$ cat src/rtl/mc_ctrl_pkg.sv
// Shared encodings for the multi-cycle MIPS control FSM.
// Opcodes, functs, states, select codes and instruction classes.
package mc_ctrl_pkg;

    // Primary opcodes
    localparam logic [5:0] OP_RTYPE = 6'h00;
    localparam logic [5:0] OP_J     = 6'h02;
    localparam logic [5:0] OP_JAL   = 6'h03;
    localparam logic [5:0] OP_BEQ   = 6'h04;
    localparam logic [5:0] OP_ORI   = 6'h0D;
    localparam logic [5:0] OP_LUI   = 6'h0F;
    localparam logic [5:0] OP_LH    = 6'h21;
    localparam logic [5:0] OP_LW    = 6'h23;
    localparam logic [5:0] OP_SW    = 6'h2B;

    // R-type funct codes
    localparam logic [5:0] FN_SLL   = 6'h00;
    localparam logic [5:0] FN_JR    = 6'h08;
    localparam logic [5:0] FN_ADDU  = 6'h21;
    localparam logic [5:0] FN_SUBU  = 6'h23;
    localparam logic [5:0] FN_SLT   = 6'h2A;

    // FSM state encoding; 5..7 are unreachable
    typedef enum logic [2:0] {
        S_FETCH  = 3'd0,
        S_DECODE = 3'd1,
        S_EXEC   = 3'd2,
        S_MEM    = 3'd3,
        S_WB     = 3'd4
    } state_e;

    // ALU operations
    localparam logic [3:0] ALU_ADD = 4'd0;
    localparam logic [3:0] ALU_SUB = 4'd1;
    localparam logic [3:0] ALU_OR  = 4'd2;
    localparam logic [3:0] ALU_SLL = 4'd3;

    // Next-PC select
    localparam logic [2:0] NPC_PC4 = 3'd0;
    localparam logic [2:0] NPC_BEQ = 3'd1;
    localparam logic [2:0] NPC_J   = 3'd2;
    localparam logic [2:0] NPC_JR  = 3'd3;

    // GRF write-address select
    localparam logic [1:0] RA_RD = 2'd0;
    localparam logic [1:0] RA_RT = 2'd1;
    localparam logic [1:0] RA_31 = 2'd2;

    // GRF write-data select
    localparam logic [2:0] RD_ALU = 3'd0;
    localparam logic [2:0] RD_DM  = 3'd1;
    localparam logic [2:0] RD_LUI = 3'd2;
    localparam logic [2:0] RD_PC4 = 3'd3;
    localparam logic [2:0] RD_LH  = 3'd4;
    localparam logic [2:0] RD_SLT = 3'd5;

    // ALU B-operand select
    localparam logic [2:0] ALUB_RD2 = 3'd0;
    localparam logic [2:0] ALUB_SXT = 3'd1;
    localparam logic [2:0] ALUB_ZXT = 3'd2;
    localparam logic [2:0] ALUB_SHA = 3'd3;

    // Instruction classes
    typedef enum logic [3:0] {
        R_ALU   = 4'd0,
        SHIFT   = 4'd1,
        IMM_OR  = 4'd2,
        LUI     = 4'd3,
        LOAD_W  = 4'd4,
        LOAD_H  = 4'd5,
        STORE   = 4'd6,
        BEQ     = 4'd7,
        J       = 4'd8,
        JAL     = 4'd9,
        JR      = 4'd10,
        ILLEGAL = 4'd11
    } iclass_e;

    // State in which an instruction of class c completes
    function automatic state_e fin_state(iclass_e c);
        state_e s;
        s = S_EXEC;
        case (c)
            R_ALU, SHIFT, IMM_OR, LUI: s = S_WB;
            LOAD_W, LOAD_H:            s = S_WB;
            STORE:                     s = S_MEM;
            default:                   s = S_EXEC;
        endcase
        return s;
    endfunction

    // Class needs a data-memory cycle after EXEC
    function automatic logic needs_mem(iclass_e c);
        return (c == LOAD_W) || (c == LOAD_H) || (c == STORE);
    endfunction

    // Class writes the register file in its final cycle
    function automatic logic writes_reg(iclass_e c);
        logic w;
        w = 1'b0;
        case (c)
            R_ALU, SHIFT, IMM_OR, LUI: w = 1'b1;
            LOAD_W, LOAD_H, JAL:       w = 1'b1;
            default:                   w = 1'b0;
        endcase
        return w;
    endfunction

endpackage

$ cat src/rtl/mc_ctrl_decode.sv
// Combinational instruction decoder for the multi-cycle controller.
// Maps opcode/funct of the latched IR to a class and static selects.
import mc_ctrl_pkg::*;

module mc_decode (
    input  logic [5:0] i_op,
    input  logic [5:0] i_funct,
    output iclass_e    o_cls,
    output logic       o_a1_op,
    output logic [1:0] o_reg_addr_op,
    output logic [2:0] o_reg_data_op,
    output logic [3:0] o_alu_op,
    output logic [2:0] o_alu_b_op,
    output logic [2:0] o_next_pc_op
);

    iclass_e w_cls;

    // Classify the instruction from opcode and, for R-type, funct
    always_comb begin
        w_cls = ILLEGAL;
        case (i_op)
            OP_RTYPE: begin
                case (i_funct)
                    FN_ADDU: w_cls = R_ALU;
                    FN_SUBU: w_cls = R_ALU;
                    FN_SLT:  w_cls = R_ALU;
                    FN_SLL:  w_cls = SHIFT;
                    FN_JR:   w_cls = JR;
                    default: w_cls = ILLEGAL;
                endcase
            end
            OP_ORI:  w_cls = IMM_OR;
            OP_LUI:  w_cls = LUI;
            OP_LW:   w_cls = LOAD_W;
            OP_LH:   w_cls = LOAD_H;
            OP_SW:   w_cls = STORE;
            OP_BEQ:  w_cls = BEQ;
            OP_J:    w_cls = J;
            OP_JAL:  w_cls = JAL;
            default: w_cls = ILLEGAL;
        endcase
    end

    // Static datapath selects for the decoded class
    always_comb begin
        o_a1_op       = 1'b0;
        o_reg_addr_op = RA_RD;
        o_reg_data_op = RD_ALU;
        o_alu_op      = ALU_ADD;
        o_alu_b_op    = ALUB_RD2;
        o_next_pc_op  = NPC_PC4;
        case (w_cls)
            R_ALU: begin
                o_reg_addr_op = RA_RD;
                o_alu_b_op    = ALUB_RD2;
                if (i_funct == FN_ADDU) begin
                    o_alu_op      = ALU_ADD;
                    o_reg_data_op = RD_ALU;
                end else if (i_funct == FN_SUBU) begin
                    o_alu_op      = ALU_SUB;
                    o_reg_data_op = RD_ALU;
                end else begin
                    o_alu_op      = ALU_SUB;
                    o_reg_data_op = RD_SLT;
                end
            end
            SHIFT: begin
                o_a1_op       = 1'b1;
                o_alu_b_op    = ALUB_SHA;
                o_alu_op      = ALU_SLL;
                o_reg_addr_op = RA_RD;
                o_reg_data_op = RD_ALU;
            end
            IMM_OR: begin
                o_alu_b_op    = ALUB_ZXT;
                o_alu_op      = ALU_OR;
                o_reg_addr_op = RA_RT;
                o_reg_data_op = RD_ALU;
            end
            LUI: begin
                o_reg_addr_op = RA_RT;
                o_reg_data_op = RD_LUI;
            end
            LOAD_W, LOAD_H: begin
                o_alu_b_op    = ALUB_SXT;
                o_alu_op      = ALU_ADD;
                o_reg_addr_op = RA_RT;
                o_reg_data_op = (w_cls == LOAD_W) ? RD_DM : RD_LH;
            end
            STORE: begin
                o_alu_b_op = ALUB_SXT;
                o_alu_op   = ALU_ADD;
            end
            BEQ: begin
                o_alu_b_op   = ALUB_RD2;
                o_alu_op     = ALU_SUB;
                o_next_pc_op = NPC_BEQ;
            end
            J: begin
                o_next_pc_op = NPC_J;
            end
            JAL: begin
                o_next_pc_op  = NPC_J;
                o_reg_addr_op = RA_31;
                o_reg_data_op = RD_PC4;
            end
            JR: begin
                o_next_pc_op = NPC_JR;
            end
            default: begin
                o_next_pc_op = NPC_PC4;
            end
        endcase
    end

    assign o_cls = w_cls;

endmodule

$ cat src/rtl/mc_ctrl.sv
// Multi-cycle MIPS control FSM: IR latch, state sequencing,
// write-strobe gating and retired-instruction counter.
import mc_ctrl_pkg::*;

module mc_ctrl #(
    parameter int CNT_WIDTH = 32
) (
    input  logic                 clk,
    input  logic                 reset,
    input  logic [31:0]          instr,
    output logic [31:0]          ir,
    output logic                 pc_write,
    output logic [2:0]           next_pc_op,
    output logic                 reg_write,
    output logic                 a1_op,
    output logic [1:0]           reg_addr_op,
    output logic [2:0]           reg_data_op,
    output logic [3:0]           alu_op,
    output logic [2:0]           alu_b_op,
    output logic                 mem_write,
    output logic [2:0]           state,
    output logic                 retire,
    output logic                 illegal,
    output logic [CNT_WIDTH-1:0] retired_cnt
);

    state_e                r_state;
    logic [31:0]           r_ir;
    logic [CNT_WIDTH-1:0]  r_cnt;

    iclass_e               w_cls;
    logic                  w_final;
    logic                  w_fire;

    mc_decode u_decode (
        .i_op          (r_ir[31:26]),
        .i_funct       (r_ir[5:0]),
        .o_cls         (w_cls),
        .o_a1_op       (a1_op),
        .o_reg_addr_op (reg_addr_op),
        .o_reg_data_op (reg_data_op),
        .o_alu_op      (alu_op),
        .o_alu_b_op    (alu_b_op),
        .o_next_pc_op  (next_pc_op)
    );

    // Last cycle of the instruction; never true in states 5..7
    assign w_final = (r_state == fin_state(w_cls));

    // Strobes fire only in the final cycle and never under reset
    assign w_fire    = w_final && !reset;
    assign pc_write  = w_fire;
    assign retire    = w_fire;
    assign reg_write = w_fire && writes_reg(w_cls);
    assign mem_write = w_fire && (w_cls == STORE);
    assign illegal   = w_fire && (w_cls == ILLEGAL);

    // FSM and IR latch
    always_ff @(posedge clk) begin
        if (reset) begin
            r_state <= S_FETCH;
            r_ir    <= 32'd0;
        end else begin
            case (r_state)
                S_FETCH: begin
                    r_ir    <= instr;
                    r_state <= S_DECODE;
                end
                S_DECODE: begin
                    r_state <= S_EXEC;
                end
                S_EXEC: begin
                    if (w_final)
                        r_state <= S_FETCH;
                    else if (needs_mem(w_cls))
                        r_state <= S_MEM;
                    else
                        r_state <= S_WB;
                end
                S_MEM: begin
                    r_state <= w_final ? S_FETCH : S_WB;
                end
                S_WB: begin
                    r_state <= S_FETCH;
                end
                default: begin
                    r_state <= S_FETCH;
                end
            endcase
        end
    end

    // Retired-instruction counter, wraps naturally
    always_ff @(posedge clk) begin
        if (reset)
            r_cnt <= '0;
        else if (retire)
            r_cnt <= r_cnt + 1'b1;
    end

    assign ir          = r_ir;
    assign state       = r_state;
    assign retired_cnt = r_cnt;

endmodule

$ cat config.mk
export PLATFORM = sky130hd
export DESIGN_NAME = mc_ctrl
export DESIGN_NICKNAME = d
export VERILOG_FILES = /design/src/rtl/mc_ctrl_pkg.sv /design/src/rtl/mc_ctrl_decode.sv /design/src/rtl/mc_ctrl.sv
export SDC_FILE = /design/constraint.sdc
export NUM_CORES = 1
export LEC_CHECK = 0
export BUFFER_PORTS_ARGS = -buffer_cell sky130_fd_sc_hd__buf_4
export CAP_MARGIN = 0
export CORE_ASPECT_RATIO = 1.1
export CORE_UTILIZATION = 30
export CTS_BUF_LIST = sky130_fd_sc_hd__clkbuf_8
export CTS_CLUSTER_SIZE = 30
export DETAILED_ROUTE_END_ITERATION = 7
export HOLD_SLACK_MARGIN = 0.12
export PLACE_DENSITY = 0.59
export RECOVER_POWER = 100
export SLEW_MARGIN = 10
export SYNTH_ARGS = -nofsm -noshare
export SYNTH_HDL_FRONTEND = slang
export SYNTH_SLANG_ARGS = --single-unit
$ cat constraint.sdc
create_clock -name clk -period 2.8 [get_ports clk]
set_clock_uncertainty 0.05 [all_clocks]
set_input_delay 0.14 -clock clk [delete_from_list [all_inputs] [get_ports clk]]
set_output_delay 0.14 -clock clk [all_outputs]
set_load 0.02 [all_outputs]
## Yosys cells after proc, flatten, opt, wreduce, memory -nomap -nowiden

Cells that the tools add are included.

| storage, ports and cells | value |
|---|---|
| register bits | 67 |
| bits of input ports | 34 |
| output and inout port bits | 88 |
| word-level logic and storage cells | 67 |

| operators by class | value |
|---|---|
| $add $sub $neg | 1 |
| equality and inequality tests | 27 |
| muxes and demuxes | 18 |
| reduce and logical (&&, ||, !) cells | 18 |

Operators with widths:

| operator | count |
|---|---|
| == test 6 bit (second input constant) | 6 |
| case mux 4 bit (9 select lines) | 1 |
| adder 32 x 1 -> 32 bit (second input constant) | 1 |
| case mux 3 bit (4 select lines) | 2 |
| == test 6 x 4 -> 1 bit (second input constant) | 3 |
| 2-to-1 mux 3 bit | 6 |
| == test 4 x 3 -> 1 bit (second input constant) | 4 |
| == test 4 bit (second input constant) | 4 |
| case mux 4 bit (4 select lines) | 1 |
| == test 6 x 2 -> 1 bit (second input constant) | 2 |
| zero test 6 bit | 2 |
| case mux 2 bit (3 select lines) | 2 |
| case mux 4 bit (3 select lines) | 1 |
| == test 4 x 2 -> 1 bit (second input constant) | 2 |
| OR reduction 7 bit | 1 |
| == test 3 x 2 -> 1 bit (second input constant) | 2 |
| == test 6 x 3 -> 1 bit (second input constant) | 1 |
| case mux 3 bit (2 select lines) | 1 |
| OR reduction 3 bit | 2 |
| OR reduction 6 bit | 1 |
| == test 4 x 1 -> 1 bit (second input constant) | 1 |
| logical AND 1 bit | 4 |
| zero test 4 bit | 1 |
| case mux 2 bit (2 select lines) | 1 |
| other kinds (8) | 12 |

## Longest topological paths before layout

Gate-level depths: netlist of run 1.

| depth | value |
|---|---|
| depth after elaboration | 10 |
| mapped depth | 10 |
| gate-level depth less buffers | 7 |

## Cells and area by module

From an unflattened synthesis of run 1, not the netlist that was laid out.

| unflattened totals | value |
|---|---|
| cell total of the unflattened synthesis | 433 |
| area total of the unflattened synthesis | 3410.8 um2 |

Modules (own cells, without submodules):

| module | instances | cells each | area each (um2) | sequential area each (um2) |
|---|---|---|---|---|
| mc_ctrl | 1 | 356 | 2901.5 | 1341.3 |
| mc_decode | 1 | 77 | 509.2 | 0.0 |

## Worst setup path before layout of run 1

No wires, ideal clock.

| path | value |
|---|---|
| path kind | register -> output |
| start point | register r_ir[27] (netlist: ir[27]) |
| end point | output illegal |
| arrival time | 2595 ps |
| data required time | 2610 ps |
| setup slack | 15 ps |
| stages on the path, launching flop included | 10 |
| path buffers | 3 |
| path through | dfxtp_1 -> buf_2 -> nand4b_1 -> or3b_1 -> mux2_2 -> and3_4 -> buf_4 -> buf_6 -> or3_4 -> nor3b_2 |

| on the way | value |
|---|---|
| longest elaborated chain between the ends | 8 |
| elaborated cells between the ends (all ways) | 23 |
| classes of those cells | eq/ne (16); mux (2); reduce/logical (5) |

Ends and longest elaborated chain:

| element | line | RTL |
|---|---|---|
| start, declared | mc_ctrl.sv:28 | `logic [31:0] r_ir;` |
| start signal, assigned | mc_ctrl.sv:66 | `r_ir <= instr;` |
| == test 6 x 2 -> 1 bit (tied with other cells) | mc_ctrl_decode.sv:22 | `case (i_op)` |
| case mux 4 bit (9 select lines) (*) | mc_ctrl_decode.sv:22 |  |
| == test 4 x 3 -> 1 bit (tied with other cells) | mc_ctrl_pkg.sv:83 | `case (c)` |
| OR reduction 6 bit (no source line) | - |  |
| case mux 3 bit (2 select lines) | mc_ctrl_pkg.sv:83 |  |
| == test 3 bit | mc_ctrl.sv:48 | `assign w_final = (r_state == fin_state(w_cls));` |
| logical AND 1 bit | mc_ctrl.sv:51 | `assign w_fire = w_final && !reset;` |
| logical AND 1 bit (*) | mc_ctrl.sv:56 | `assign illegal = w_fire && (w_cls == ILLEGAL);` |
| end, declared | mc_ctrl.sv:23 | `output logic illegal,` |

Mark *: on every way between the ends. The rest lies on a longest branch, timed or not.

## Worst setup path after layout of run 1

| path | value |
|---|---|
| start point | register r_ir[29] (netlist: ir[29]) |
| end point | output reg_write |

| on the way | value |
|---|---|
| longest elaborated chain between the ends | 8 |
| elaborated cells between the ends (all ways) | 25 |
| classes of those cells | eq/ne (16); mux (3); reduce/logical (6) |

Ends and longest elaborated chain:

| element | line | RTL |
|---|---|---|
| == test 6 x 2 -> 1 bit (tied with other cells) | mc_ctrl_decode.sv:22 |  |
| case mux 4 bit (9 select lines) (*) | mc_ctrl_decode.sv:22 |  |
| == test 4 x 3 -> 1 bit (tied with other cells) | mc_ctrl_pkg.sv:83, mc_ctrl_pkg.sv:101 |  |
| OR reduction 6 bit (no source line) | - |  |
| case mux 3 bit (2 select lines) | mc_ctrl_pkg.sv:83 |  |
| == test 3 bit | mc_ctrl.sv:48 |  |
| logical AND 1 bit | mc_ctrl.sv:51 |  |
| logical AND 1 bit (*) | mc_ctrl.sv:54 | `assign reg_write = w_fire && writes_reg(w_cls);` |
| end, declared | mc_ctrl.sv:14 | `output logic reg_write,` |

Marked as above.

==> out/metrics.yaml, run 1 <==
cts_buffers: 9
clk_pin_slew_ns: 0.07
synth_area_leaders: "dfxtp_1, a21oi_1, nand2_1, o31ai_1, or4_1"
via_per_inst: 5.16
drtAntennaViolNets: 0
final_util_pct: 41.9
worstPathRequired_ns: 2.61
worstPathArrival_ns: 2.60
grt_pass1_vias: 3901
crit_path_start_kind: "flop"
syn_inst: 460
critPathSlowestCell: "or3_1"
cts_tree: "built"
globalRoute.totalOverflow: 0
io_pins: 122
period_minus_slack_ns: 2.79
timing.slew.headroom_pct: 29.1
async_flop_share_pct: 0
pwr_density_cell_mw_per_mm2: 597
synth_seq_cells: 67
htree_levels: 3
vias: 3940
synth_top_area_share_pct: 36.3
min_from: "reset"
wl_met3_um: 874
worstReg2RegStart: "ir[3]"
clock_latency_ns: 0.35
seq_area_frac_synth_pct: 36.3
fin_nets: 640
ys.flop_type: "dfxtp_1"
worst_slew_pin_slew_ns: 1.06
multi_input_area_mm2: 0.00212
clock-sinks: 67
wl_met1_um: 4540
drc: 0
placementRows: 42
synth_edf_count: 0
critPathTopFamily: "simple AND/OR/NAND/NOR gates"
hold-path-cell-count: 2
vdd_drop_max_mv: 0.391
routedWlPerCell_um: 14.8
dpl.hpwl_um: 7490
hold_class: "primary input to flop"
r2r_end: "retired_cnt[26]"
seq_area_mm2: 0.00135
hold_viol: 0
die_w_um: 108
slew_violations: 0
place_area_mm2: 0.00464
crit_chain: "buf_4, or3_1, a211oi_1, a2111oi_0, or3_1, a21oi_2, buf_4"
holdWs_ns: 0.312
first_pass_iters: 4
rsz0062_at_grt: "true"
p_leak_uw: 0.00187
finish.instance_area_mm2: 0.00504
numPortBuffers: 117
fmax_ghz: 0.358
r2r.worst_path.cells: 8
dieHeight_um: 118
start_util_pct: 30.7
critical_path.max_fanout: 9
endpoint_kind: "output pin"
diodes: 0
path_class: "flop to output pin"
fillers: 1271
yosysTopAreaCell: "dfxtp_1"
drtIter0Drc: 157
netlist_area_mm2: 0.00370
postSynthAreaPerCell_um2: 8.04
dieArea_mm2: 0.0128
ys_types: 66
status: "finished, final reports clean"
yosys_warnings: 0
topRoutingLayerUsed: "met4"
grt_first_pass_wirelength_um: 18400
grt_util_all_layers_pct: 18.0
slowest_delay_ns: 0.49
cts_root_buf: "clkbuf_8"
syn_to_final_growth_pct: 36.3
whs_endpoint: "retired_cnt[1]"
setup_viol_count_final: 0
coreArea_mm2: 0.0120
period_share_pct: 99.6
ff2ff_setup_slack_ns: 0.10
crit_buf_inv: 2
cap_viol_max_count: 0
grt_max_degree: 72
drive_above_1_share_pct: 21.7
gp_congestion: 0.858
antenna_found_initial: 0
wl_um: 11300
wl_met2_um: 5640
tns_ns: 0
cts_max_path_buffers: 2
-- state kept, by name, summed over array words and instances, names as in the netlist --
| name | flops |
|---|---|
| retired_cnt | 32 |
| ir | 32 |
| state | 3 |
-- cells in the mapped netlist, drive strengths merged, types with 3 or more instances --
cell,number
nor2b,6
or3,6
buf,15
and4,4
dlygate4sd1,3
nor4,3
or2,3
mux2,5
nand2,83
a21boi,3
or4,26
nor3,9
and3,9
inv,5
dfxtp,67
o31ai,26
o21ai,9
and2,4
nor2,21
nor3b,4
a21oi,64
nand3,20
nand4,11
clkbuf,21
-- logic make-up (layout without fill, tap and decap cells) --
| kind of cell | Yosys count | in the layout | share of synthesized area (%) |
|---|---|---|---|
| flops | 67 | 67 | 36.3 |
| fa+ha+maj | 1 | 1 | 0.338 |
| mux | 5 | 5 | 1.52 |
| other cells | 1 | 4 | 0.101 |
| buf+inv | 47 | 193 | 8.56 |
| simple gates | 217 | 217 | 31.8 |
| compound gates | 119 | 119 | 20.7 |
| xor+xnor | 3 | 3 | 0.711 |
-- power by group --
| group | internal (µW) | total, µW | switching, µW |
|---|---|---|---|
| registers | 1020 | 1080 | 61.3 |
| logic | 436 | 1160 | 724 |
| clock network | 394 | 765 | 371 |
| total | 1850 | 3010 | 1160 |
-- cell usage in the layout, fill, tap and decap left out, drive strengths merged, types with 3 or more instances in the layout --
| cell type | Yosys | final |
|---|---|---|
| a21oi | 64 | 64 |
| dlygate4sd3 | 1 | 32 |
| nand2 | 83 | 83 |
| or4 | 26 | 26 |
| mux2 | 5 | 5 |
| and2 | 4 | 4 |
| a21boi | 3 | 3 |
| nand4 | 11 | 11 |
| nor3b | 4 | 4 |
| and4 | 4 | 4 |
| clkbuf | 21 | 75 |
| dfxtp | 67 | 67 |
| o21ai | 9 | 9 |
| conb | 1 | 4 |
| nor2 | 21 | 21 |
| inv | 5 | 8 |
| nor2b | 6 | 6 |
| nor4 | 3 | 3 |
| or3 | 6 | 6 |
| nand3 | 20 | 20 |
| buf | 15 | 75 |
| or2 | 3 | 3 |
| and3 | 9 | 9 |
| o31ai | 26 | 26 |
| nor3 | 9 | 9 |
-- worst max-delay path by stage --
stage,from,to,depth (start not counted)
after CTS,ir[28],illegal,7
after global placement,ir[5],retired_cnt[23],7
final,ir[29],reg_write,7
after global routing,ir[3],illegal,7
after detailed placement,ir[5],retired_cnt[26],7
after floorplan,ir[27],illegal,9
-- routing by layer --
| metal | GRT usage [%] | vias up |
|---|---|---|
| li1 | - | 1965 |
| met1 | 20.4 | 1819 |
| met2 | 31.0 | 133 |
| met3 | 5.96 | 23 |
| met4 | 6.42 | 0 |
| met5 | 0 | - |
-- area by class of cell --
class	count	share of cell area, %
well taps	154	3.82
clock inverters	6	1.02
multi-input cells	349	42.2
inverters	5	0.372
clock buffers	9	2.46
repair buffers	173	23.3
flip-flops and latches	67	26.8
-- stage by stage --
step	instances	power, µW	setup slack, ns
floorplan	463	1870	0.0154
global placement	709	2170	0.0701
detailed placement	709	2190	-0.0121
CTS	761	3040	0.00199
global route	763	3190	-0.0758
finish	763	3010	0.0104
-- worst reg2reg max path: cells and delay by family (launching register included) --
kind | cells | cell delay (ns)
AO/OA/AOI/OAI | 4 | 0.98
buffers and inverters | 2 | 0.36
flip-flops | 1 | 0.34
AND/OR/NAND/NOR | 2 | 0.90
-- what timing repair did --
item / CTS / global route
hold buffers: 32 / 0
hold endpoints to repair: 32 / 0
setup endpoints to repair: 19 / 23
resized for setup: 18 / 9
setup buffers: 5 / 1
gates cloned: 0 / 1
pin swaps: 6 / 4
Note: power is estimated with default switching activity, not from simulation.
==> inputs of run 2 (changes only) <==
==> constraint.sdc (replaced) <==
create_clock -name clk -period 2.8 [get_ports clk]
set_clock_uncertainty 0.05 [all_clocks]
set_input_delay 0.56 -clock clk [delete_from_list [all_inputs] [get_ports clk]]
set_output_delay 0.56 -clock clk [all_outputs]
set_load 0.02 [all_outputs]
==> out/metrics.yaml, run 2 (synthesis gave the netlist of run 1 again) <==
critPathTopFamily: "simple AND/OR/NAND/NOR gates"
grt_use_met3_pct: 5.24
first_pass_iters: 4
grt_max_degree: 71
dpl.hpwl_um: 7420
cts_max_path_buffers: 2
cp-endpoint: "illegal"
busiest_layer: "met2"
finish.instance_area_mm2: 0.00514
hold_viol: 0
htree_levels: 3
use_met1_pct: 21.0
dpl.cell_count: 731
fmax_ghz: 0.311
hold_class: "primary input to flop"
syn_to_final_growth_pct: 39.2
grt_first_pass_wirelength_um: 17400
clk_pin_slew_ns: 0.07
pwr_density_cell_mw_per_mm2: 645
numPortBuffers: 117
via_per_inst: 5.20
drtAntennaViolNets: 0
critical_path.max_fanout: 4
fillers: 1239
worst_slew_pin_slew_ns: 1.09
wl_um: 11000
vdd_drop_max_mv: 0.409
endpoint_kind: "output pin"
coreArea_mm2: 0.0120
period_share_pct: 115
rsz0062_at_grt: "true"
status: "finished with violations"
dieArea_mm2: 0.0128
cts_root_buf: "clkbuf_8"
slew_violations: 0
grt_pass1_vias: 3631
worstReg2RegStart: "ir[1]"
cts_tree: "built"
placementRows: 42
place_area_mm2: 0.00485
diodes: 0
layoutNonFillerInstCount: 759
period_minus_slack_ns: 3.21
finalWorstSetupSlack_ns: -0.411
crit_buf_inv: 1
slowest_delay_ns: 0.40
clock_latency_ns: 0.36
globalRoute.totalOverflow: 0
path_class: "flop to output pin"
grt_util_all_layers_pct: 17.1
grtUsageMet2_pct: 27.9
crit_path_start_kind: "flop"
worstPathRequired_ns: 2.19
routedWlPerCell_um: 14.4
r2r_end: "retired_cnt[2]"
clock-sinks: 67
vias: 3946
die_w_um: 108
gp_congestion: 0.888
timing.slew.headroom_pct: 27.5
cpMostUsedCell: "or3_4"
drc: 0
critPathSlowestCell: "or3_4"
p_total_uw: 3320
setup_viol_count_final: 14
cts_buffers: 9
drtIter0Drc: 214
crit_start: "ir[1]"
start_util_pct: 30.7
dieHeight_um: 118
antenna_found_initial: 0
layout_common_cells: "nand2_1, buf_4, clkbuf_1, dfxtp_1, a21oi_1"
path_depth: 7
ff2ff_setup_slack_ns: 0.04
violations: "negative setup slack"
r2r.worst_path.cells: 12
tns_ns: -3.93
p_leak_uw: 0.00191
drive_above_1_share_pct: 29.3
fin_nets: 635
cap_viol_max_count: 0
io_pins: 122
crit_chain: "or3_4, a2111oi_4, o221ai_2, o211a_4, or3_4, nor3b_4, buf_6"
worstPathArrival_ns: 2.60
-- run 2: changes by cell type in the layout (fill, tap and decap cells not counted), sizes merged --
| cell | previous run | this run |
|---|---|---|
| clkinv | 2 | 1 |
| clkbuf | 75 | 76 |
| dlygate4sd3 | 32 | 0 |
| buf | 75 | 102 |
| inv | 8 | 7 |
| clkinvlp | 0 | 2 |
-- run 2: layout make-up --
| type | instances | area, µm² | area share [%] |
|---|---|---|---|
| flip-flops and latches | 67 | 1360 | 26.3 |
| well taps | 154 | 193 | 3.75 |
| clock inverters | 6 | 57.6 | 1.12 |
| repair buffers | 168 | 1130 | 22.1 |
| multi-input cells | 349 | 2250 | 43.7 |
| inverters | 5 | 18.8 | 0.365 |
| clock buffers | 10 | 138 | 2.68 |
-- run 2: worst register-to-register path, cell delays in order, from the launching register on --
cell and delay [ns]:
dfxtp_2 0.32, or3_4 0.40, a2111oi_4 0.37, o221a_2 0.29
buf_6 0.12, buf_6 0.09, buf_6 0.08, buf_6 0.08
buf_6 0.09, buf_4 0.10, nand3_1 0.17, nand3_1 0.16
mux2_2 0.34
-- run 2: what timing repair did --
action,in CTS,in global routing
resized for setup,21,43
pin swaps,11,9
endpoints found under the setup margin,14,37
hold buffers,0,0
cloned,0,1
buffers inserted,7,8
-- run 2: stage by stage --
step                setup WS [ns]  hold slack (ns)  utilization, %
floorplan                  -0.243            0.463               -
global placement          -0.0151            0.393            40.3
detailed placement        -0.0460            0.397            40.3
CTS                        -0.460            0.375            43.0
global route               -0.491            0.377            42.8
finish                     -0.411            0.392            42.8
-- run 2: layer usage --
layer	up-vias	routed length [µm]	part of all wire [%]
li1	1956	-	-
met1	1850	4820	44
met2	120	5190	47
met3	20	717	6.5
met4	0	244	2.2
met5	-	0	0
-- run 2: how the worst min path moves through the flow --
| stage | start | end | slack, ns | depth (start not counted) |
|---|---|---|---|---|
| after CTS | instr[27] | ir[27] | 0.38 | 3 |
| after global placement | ir[22] | ir[22] | 0.39 | 2 |
| after global routing | instr[21] | ir[21] | 0.38 | 3 |
| after detailed placement | ir[7] | ir[7] | 0.40 | 2 |
| after floorplan | ir[3] | ir[3] | 0.46 | 2 |
| final | instr[25] | ir[25] | 0.39 | 3 |
-- run 2: power breakdown --
part           leakage (µW)  internal [µW]  switching [µW]
Combinational       0.00126            606             801
Sequential         0.000550           1020            70.1
Clock              0.000101            428             391
Total               0.00191           2060            1260
==> inputs of run 3 (changes only) <==
Settings changed: PLACE_DENSITY 0.59 to 0.6, SYNTH_HIERARCHICAL set to 1.
==> out/metrics.yaml, run 3 <==
hold_class: "primary input to flop"
synth_area_leaders: "dfxtp_1, nand2_1, a21oi_1, nor2_1, or3_1"
diodes: 0
fin_nets: 641
final_util_pct: 48.7
combPwrFrac_pct: 32.1
clock-sinks: 67
final_common_cell: "buf_4"
synth_edf_count: 0
ys_types: 59
numPortBuffers: 117
power_switching_uw: 973
drtIter0Drc: 150
synthXorXnorAreaFrac_pct: 3.85
ff2ff_setup_slack_ns: -0.31
synth_top_family_by_area: "simple AND/OR/NAND/NOR gates"
async_flop_share_pct: 0
globalRoute.totalOverflow: 0
synth_common_cells: "nand2_1, dfxtp_1, a21oi_1"
period_share_pct: 115
p_int_uw: 2150
seqPwrFrac_pct: 34.0
muxShareOfSynthArea_pct: 1.94
busiest_layer: "met2"
clk_pin_slew_ns: 0.07
cp-endpoint: "mem_write"
crit_start: "ir[31]"
cts_tree: "built"
switching_share_pct: 31.2
grt_max_degree: 60
synth_adder_area_share_pct: 0.367
p_leak_uw: 0.00211
htree_levels: 3
vdd_drop_max_mv: 0.254
wl_um: 10300
placementRows: 40
ys.flop_type: "dfxtp_1"
holdWs_ns: 0.400
pre_cts_ws_ns: -0.132
cap_viol_max_count: 0
path_class: "flop to output pin"
die_w_um: 104
drive_above_1_share_pct: 37.0
synthSimpleGateAreaFrac_pct: 28.6
grt_pass1_vias: 3483
seq_area_frac_synth_pct: 39.3
layout_common_cells: "buf_4, nand2_1, dfxtp_1, clkbuf_1, a21oi_1"
dieHeight_um: 114
worstPathRequired_ns: 2.19
synth_compound_area_share_pct: 19.7
worstPathArrival_ns: 2.61
fmax_ghz: 0.310
cts_buffers: 9
synth_seq_cells: 67
dieArea_mm2: 0.0118
violations: "negative setup slack"
first_pass_iters: 4
slew_violations: 0
syn_to_final_growth_pct: 57.2
cts_root_buf: "clkbuf_8"
postSynthAreaPerCell_um2: 7.88
use_met1_pct: 20.0
rsz0062_at_grt: "true"
dpl.hpwl_um: 7200
crit_path_start_kind: "flop"
yosysTopAreaCell: "dfxtp_1"
grt_first_pass_wirelength_um: 16200
worstReg2RegStart: "ir[31]"
place_area_mm2: 0.00484
grt_use_met3_pct: 3.83
vias: 3713
grt_util_all_layers_pct: 17.0
endpoint_kind: "output pin"
pwr_density_cell_mw_per_mm2: 582
worst_slew_pin_slew_ns: 1.12
power_frac_clock_pct: 33.8
syn_inst: 433
r2r.worst_path.cells: 13
grtUsageMet2_pct: 29.1
antenna_found_initial: 0
period_minus_slack_ns: 3.22
setup_viol_count_final: 38
gp_congestion: 0.832
drc: 0
clock_latency_ns: 0.35
coreArea_mm2: 0.0110
yosys_warnings: 6
hold_viol: 0
cts_max_path_buffers: 2
status: "finished with violations"
finish.instance_area_mm2: 0.00536
critical_path.max_fanout: 6
io_pins: 122
via_per_inst: 4.90
netlist_area_mm2: 0.00341
finalWorstSetupSlack_ns: -0.424
tns_ns: -7.72
start_util_pct: 31.0
routedWlPerCell_um: 13.6
timing.slew.headroom_pct: 25.6
r2r_end: "retired_cnt[24]"
drtAntennaViolNets: 0
synth_top_area_share_pct: 39.3
synth_most_common_cell: "nand2_1"
==> run 3: cell types whose count changed after synthesis, moves of 9 or more <==
cell	change
or4_1	-26
nor2_1	+13
o21ai_0	+9
o31ai_1	-24
or3_1	+13
o2111ai_1	+9
inv_1	+9
xor2_1	+9
a21oi_1	-11
==> run 3: logic make-up (layout without fill, tap and decap cells) <==
family / Yosys count / count (layout)
AOI/OAI and AO/OA: 105 / 106
xor gates and xnor gates: 15 / 15
and+or+nand+nor: 195 / 195
DFF: 67 / 67
other: 1 / 4
buffers and inverters: 44 / 218
muxes: 5 / 5
adders and majority gates: 1 / 1
==> run 3: worst max-delay path: stages (launching register included) <==
cell and delay, ns:
dfxtp_4 0.36, or2_4 0.26, or4_4 0.44, a21oi_4 0.16, and4bb_2 0.30, mux2i_4 0.27
o21ai_4 0.11, nor2_4 0.11, and2_4 0.15, buf_6 0.11
==> run 3: layout make-up <==
| cell class | instances | area, µm² |
|---|---|---|
| repair buffers | 188 | 1350 |
| clock inverters | 7 | 133 |
| flip-flops and latches | 67 | 1350 |
| fillers | 1122 | 5650 |
| multi-input cells | 326 | 2160 |
| clock buffers | 9 | 124 |
| well taps | 147 | 184 |
| inverters | 14 | 52.6 |
==> run 3: power by group through the flow <==
stage | Clock, µW | Combinational, µW | Sequential, µW
2_1_floorplan | 0 | 426 | 1140
3_5_place_dp | 0 | 884 | 1080
6_report | 1060 | 1000 | 1060
5_1_grt | 1110 | 1080 | 1070
4_1_cts | 1080 | 967 | 1060
3_3_place_gp | 0 | 873 | 1080
==> run 3: metrics by stage <==
| step | instances | total power, µW |
|---|---|---|
| after global placement | 725 | 1950 |
| after floorplan | 436 | 1570 |
| after CTS | 751 | 3110 |
| final | 758 | 3120 |
| after detailed placement | 725 | 1970 |
| after global routing | 758 | 3260 |
==> run 3: worst min-delay path by stage <==
stage | start | end | slack (ns) | depth (start not counted)
floorplan | ir[28] | ir[28] | 0.45 | 2
global placement | ir[16] | ir[16] | 0.39 | 2
detailed placement | ir[24] | ir[24] | 0.40 | 2
CTS | instr[31] | ir[31] | 0.38 | 3
global route | instr[23] | ir[23] | 0.39 | 3
finish | instr[31] | ir[31] | 0.40 | 3
==> run 3: metal layers <==
metal	vias up	routed length [µm]
met4	0	208
met3	16	434
li1	1866	-
met5	-	0
met2	72	5050
met1	1759	4640
==> run 3: timing repair <==
action | in CTS | in global routing
gates resized for setup | 28 | 42
setup buffers | 18 | 9
endpoints found under the setup margin | 28 | 45
pin swaps | 18 | 21
cloned | 0 | 1
hold buffers | 0 | 0
